File: src/rtl/fetch_stage.sv
// fetch_stage: PC, loadable instruction memory and IF/ID register feeding decode.
module fetch_stage #(
  parameter int NB_DATA   = 32,
  parameter int NB_PC     = 7,
  parameter int MEM_DEPTH = 128
) (
  input  logic               clock_i,
  input  logic               reset_i,
  input  logic               enable_i,
  input  logic               stall_i,
  input  logic               pc_branch_or_jump_i,
  input  logic [1:0]         pc_src_i,
  input  logic [NB_PC-1:0]   address_branch_i,
  input  logic [NB_PC-1:0]   address_jump_i,
  input  logic [NB_PC-1:0]   address_register_i,
  input  logic               halt_i,
  input  logic               load_en_i,
  input  logic [NB_PC-1:0]   load_addr_i,
  input  logic [NB_DATA-1:0] load_data_i,
  output logic [NB_DATA-1:0] instruction_o,
  output logic [NB_PC-1:0]   pc_decode_o,
  output logic [NB_PC-1:0]   pc_o,
  output logic               halted_o,
  output logic [31:0]        cycle_count_o
);
  logic [NB_DATA-1:0] mem [MEM_DEPTH];
  logic [NB_PC-1:0]   pc;
  logic [NB_PC-1:0]   target;
  logic [NB_PC-1:0]   pc_inc;
  always_comb begin
    target = pc_src_i == 2'b01 ? address_jump_i :
             pc_src_i == 2'b10 ? address_register_i : address_branch_i;
    pc_inc = pc + 1'b1;
  end
  assign pc_o = pc;
  always_ff @(posedge clock_i)
    if (load_en_i) mem[load_addr_i] <= load_data_i;
  // A stall counts as an advanced cycle but freezes pc and IF/ID, ignoring redirect/halt.
  always_ff @(posedge clock_i or negedge reset_i)
    if (!reset_i) begin
      pc            <= '0;
      instruction_o <= '0;
      pc_decode_o   <= '0;
      halted_o      <= 1'b0;
      cycle_count_o <= '0;
    end else if (!load_en_i && enable_i && !halted_o) begin
      cycle_count_o <= cycle_count_o + 32'd1;
      if (!stall_i) begin
        if (halt_i) begin
          halted_o      <= 1'b1;
          instruction_o <= '0;
        end else if (pc_branch_or_jump_i) begin
          pc            <= target;
          instruction_o <= '0;
          pc_decode_o   <= '0;
        end else begin
          instruction_o <= mem[pc];
          pc_decode_o   <= pc_inc;
          pc            <= pc_inc;
        end
      end
    end
endmodule
File: config.mk
export PLATFORM = sky130hd
export DESIGN_NAME = fetch_stage
export DESIGN_NICKNAME = d
export VERILOG_FILES = /design/src/rtl/fetch_stage.sv
export SDC_FILE = /design/constraint.sdc
export NUM_CORES = 2
export LEC_CHECK = 0
export CELL_PAD_IN_SITES_DETAIL_PLACEMENT = 0
export CELL_PAD_IN_SITES_GLOBAL_PLACEMENT = 2
export CORE_MARGIN = 2
export CORE_UTILIZATION = 55
export CTS_CLUSTER_DIAMETER = 120
export CTS_CLUSTER_SIZE = 12
export DETAILED_ROUTE_END_ITERATION = 8
export PLACE_DENSITY = 0.9
export SETUP_SLACK_MARGIN = 0.15
export SLEW_MARGIN = 10
export SYNTH_ARGS = -nofsm -noshare
export SYNTH_HDL_FRONTEND = slang
export SYNTH_SLANG_ARGS = --single-unit
export TNS_END_PERCENT = 20
File: constraint.sdc
create_clock -name clock_i -period 5.4 [get_ports clock_i]
set_input_delay 1.62 -clock clock_i [delete_from_list [all_inputs] [get_ports clock_i]]
set_output_delay 1.62 -clock clock_i [all_outputs]
set_load 0.05 [all_outputs]
==> summary.md <==
| Metric | Value |
|---|---|
| Status | `completed` |
| Kind of critical path | `flip-flop to primary output` |
| Total GRT Usage | `a little under a third` |
| Share of layout cells above drive strength 1 | `between 20% and 30%` |
| Design area | `between 150000 and 200000 um^2` |
| Max-slew headroom | `9.85%` |
| Synth unique cells | `71` |
| Cell leakage power | `56.3 nW` |
| Hold Path Stages | `1` |
| Clock Skew | `0.0539 ns` |
| TritonRoute pass-1 iters | `6` |
| Per-cell routed wire length | `slightly below 40 um` |
| Worst Path Arrival | `3.32 ns` |
| Hold EP | `cycle_count_o[31]$_DFFE_PN0P_` |
| Unrepaired setup endpoints after global routing | `no` |
| Most area-consuming cells after synthesis | `edfxtp_1, mux4_2, mux2i_1` |
| CTS max path bufs | `4` |
| Seq cells post-synth | `between 4000 and 5000` |
| Starting Density | `55.2%` |
| DIE AREA | `~300000 um^2` |
| Most common cell in the synthesized netlist | `edfxtp_1` |
| IO buf count | `147` |
| Slew @ Worst Pin | `1.35 ns` |
| Initial antenna violation count | `45` |
| R2r startpoint | `pc_o[0]$_DFFE_PN0P_` |
| Post-synth EDFFs | `approximately 4100` |
| Register area share after synthesis | `78.0%` |
| Synth Instances | `around 7000` |
| H-Tree Depth | `5` |
| Clock Latency Late Sink | `0.97 ns` |
| Global placement routability congestion | `0.937` |
| Finish-stage setup viols | `0` |
| Placed Area | `169000 um^2` |
| Starting DRT DRC Count | `~15000` |
| Clock transition at path regs | `~0.060 ns` |
| Chip height | `544 um` |
| Total negative slack | `0 ns` |
| CTS root buffer | `clkbuf_16` |
| Tightest Hold Check Type | `flip-flop to flip-flop` |
| Top cells by count, synth | `edfxtp_1, mux4_2, mux2i_1` |
| Max_cap viols | `0` |
| Post-CTS sizing | `0` |
| FF-to-FF setup slack | `0.79 ns` |
| Cts bufs inserted | `385` |
| Crit path max fanout | `27` |
| Synthesis Warnings | `0` |
| Number of global-route vias before repair | `slightly below 80000` |
| Post-synth top area share | `76.8%` |
| Final period utilization | `91.4%` |
| Fmax | `0.203 GHz` |
| Routed WL | `453000 um` |
| Ys flop type | `edfxtp_1` |
| CP required | `3.78 ns` |
| Post-CTS setup repair buffer count | `0` |
| TritonCTS clock tree | `done` |
| Core area | `290000 um^2` |
| Hold_buf cts | `0` |
| CP Launch Type | `flip-flop` |
| Syn_area_per_cell | `between 20 and 25 um^2` |
| Antenna Nets Post-Route | `0` |
| Worst r2r dst | `instruction_o[16]$_DFFE_PN0P_` |
| FF-to-FF path depth | `8` |
| DR vias/cell | `6.94` |
| Drt drc | `0` |
| Largest net degree at the start of global routing | `between 100 and 150` |
| Asr flop ratio synth | `between 1.5 and 2%` |
| Power per cell area | `403 nW/um^2` |
| Clk sink count | `4175` |
| First-pass GRT wire length | `628000 um` |
| Tmin final | `roughly 5 ns` |
| Final net count | `between 7000 and 8000` |
| Total global routing overflow | `0` |
| Io pins | `148` |
| Rows | `just under 200` |
| Hpwl dp | `272000 um` |
| Largest area contributor in the synthesized netlist | `edfxtp_1` |
| Worst vdd ir | `approximately 0.29 mV` |
| Fin. Hold Viols | `0` |
| Hold path start | `cycle_count_o[31]$_DFFE_PN0P_` |
| Post-synthesis cell area | `between 150000 and 200000 um^2` |
| Via Count | `80000` |
| Die W | `544 um` |
| Layout Area Growth over Synthesis | `12.2%` |
| Syn_nets | `7051` |
| Worst setup EP type | `primary output` |
| Slew Limit Fails | `0` |
-- layer usage --
layer | GRT usage, % | wire length [um]
met1 | 41.2 | 152000
met2 | 47.2 | 211000
met4 | 15.4 | 26800
met5 | 0 | 303
met3 | 8.43 | 61800
-- kinds of logic (layout without fill, tap and decap cells) --
kind of cell             count (synthesis)  count (layout)  synth area share, %
other                                    0              13                    0
XOR/XNOR                                36              36                0.197
AND/OR/NAND/NOR                        540             540                 1.53
adder cells (fa/ha/maj)                  2               2               0.0156
multiplexers                          1330            1330                 16.6
buffers and inverters                  392            1022                 1.35
flip-flops                            4175            4175                 78.0
AO/OA/AOI/OAI                          505             505                 2.22
-- critical path: stages, from the launching register on --
cell	delay, ns
dfrtp_4	1.14
buf_4	0.35
clkdlybuf4s50_1	0.85
-- power breakdown --
group          internal (mW)  total [mW]  switching, mW
Clock                   12.9        24.2           11.4
Combinational           4.95        12.0           7.08
Sequential              35.8        36.2          0.381
Total                   53.6        72.4           18.8
-- sequential cells by signal, summed over array words and instances, names as in the netlist --
signal / flops
halted_o: 1
pc_o: 7
mem: 4096
cycle_count_o: 32
instruction_o: 32
pc_decode_o: 7
-- worst max-delay path by stage --
stage,from,endpoint,slack [ns],cells past startpoint
final,pc_o[0]$_DFFE_PN0P_,pc_o[0],0.46,2
after global routing,pc_o[0]$_DFFE_PN0P_,pc_o[0],0.44,2
after CTS,pc_o[0]$_DFFE_PN0P_,pc_o[0],0.45,2
after detailed placement,load_en_i,instruction_o[18]$_DFFE_PN0P_,0.55,9
after global placement,load_en_i,instruction_o[18]$_DFFE_PN0P_,0.54,9
after floorplan,load_en_i,mem[98][0]$_DFFE_PP_,0.47,3
-- cell type report --
type                            count  area (um^2)
Antenna cell                       13         32.5
Clock inverter                     27          584
Inverter                            5         26.3
Clock buffer                      443         9870
Sequential cell                  4175       125000
Tap cell                         3900         4880
Timing Repair Buffer              547         5220
Fill cell                       19000       111000
Multi-Input combinational cell   2413        34100
-- stage by stage --
step                hold WS, ns  setup slack, ns  std cells  utilization [%]  power [mW]
floorplan                 0.726            0.466       6980                -        43.9
global placement          0.463            0.542      11000             58.3        48.5
detailed placement        0.475            0.550      11000             58.3        48.6
CTS                       0.489            0.446      11500             61.9        72.5
global route              0.503            0.442      11500             61.9        74.0
finish                    0.490            0.462      11500             61.9        72.4
-- layout by cell type (no fill, tap or decap), types with 18 or more instances in the layout --
cell	synthesis	final
a221oi_1	54	54
nor2_1	178	57
mux2_2	25	25
clkbuf_1	148	57
o22ai_1	57	57
a22oi_1	69	69
dfrtp_1	79	72
o21ai_1	19	20
o221ai_1	23	23
edfxtp_1	4096	4096
nand2_1	185	181
buf_12	1	66
a211oi_1	20	20
clkdlybuf4s50_1	0	114
nand3_1	39	35
clkbuf_16	0	386
buf_4	36	367
xnor2_1	27	27
mux4_2	1064	1064
nor2b_1	22	18
o21ai_0	62	61
nor2_4	0	119
mux2i_1	241	241
a21oi_1	87	87
nand4_1	23	23
No activity file was read; power rests on OpenSTA's default activity.
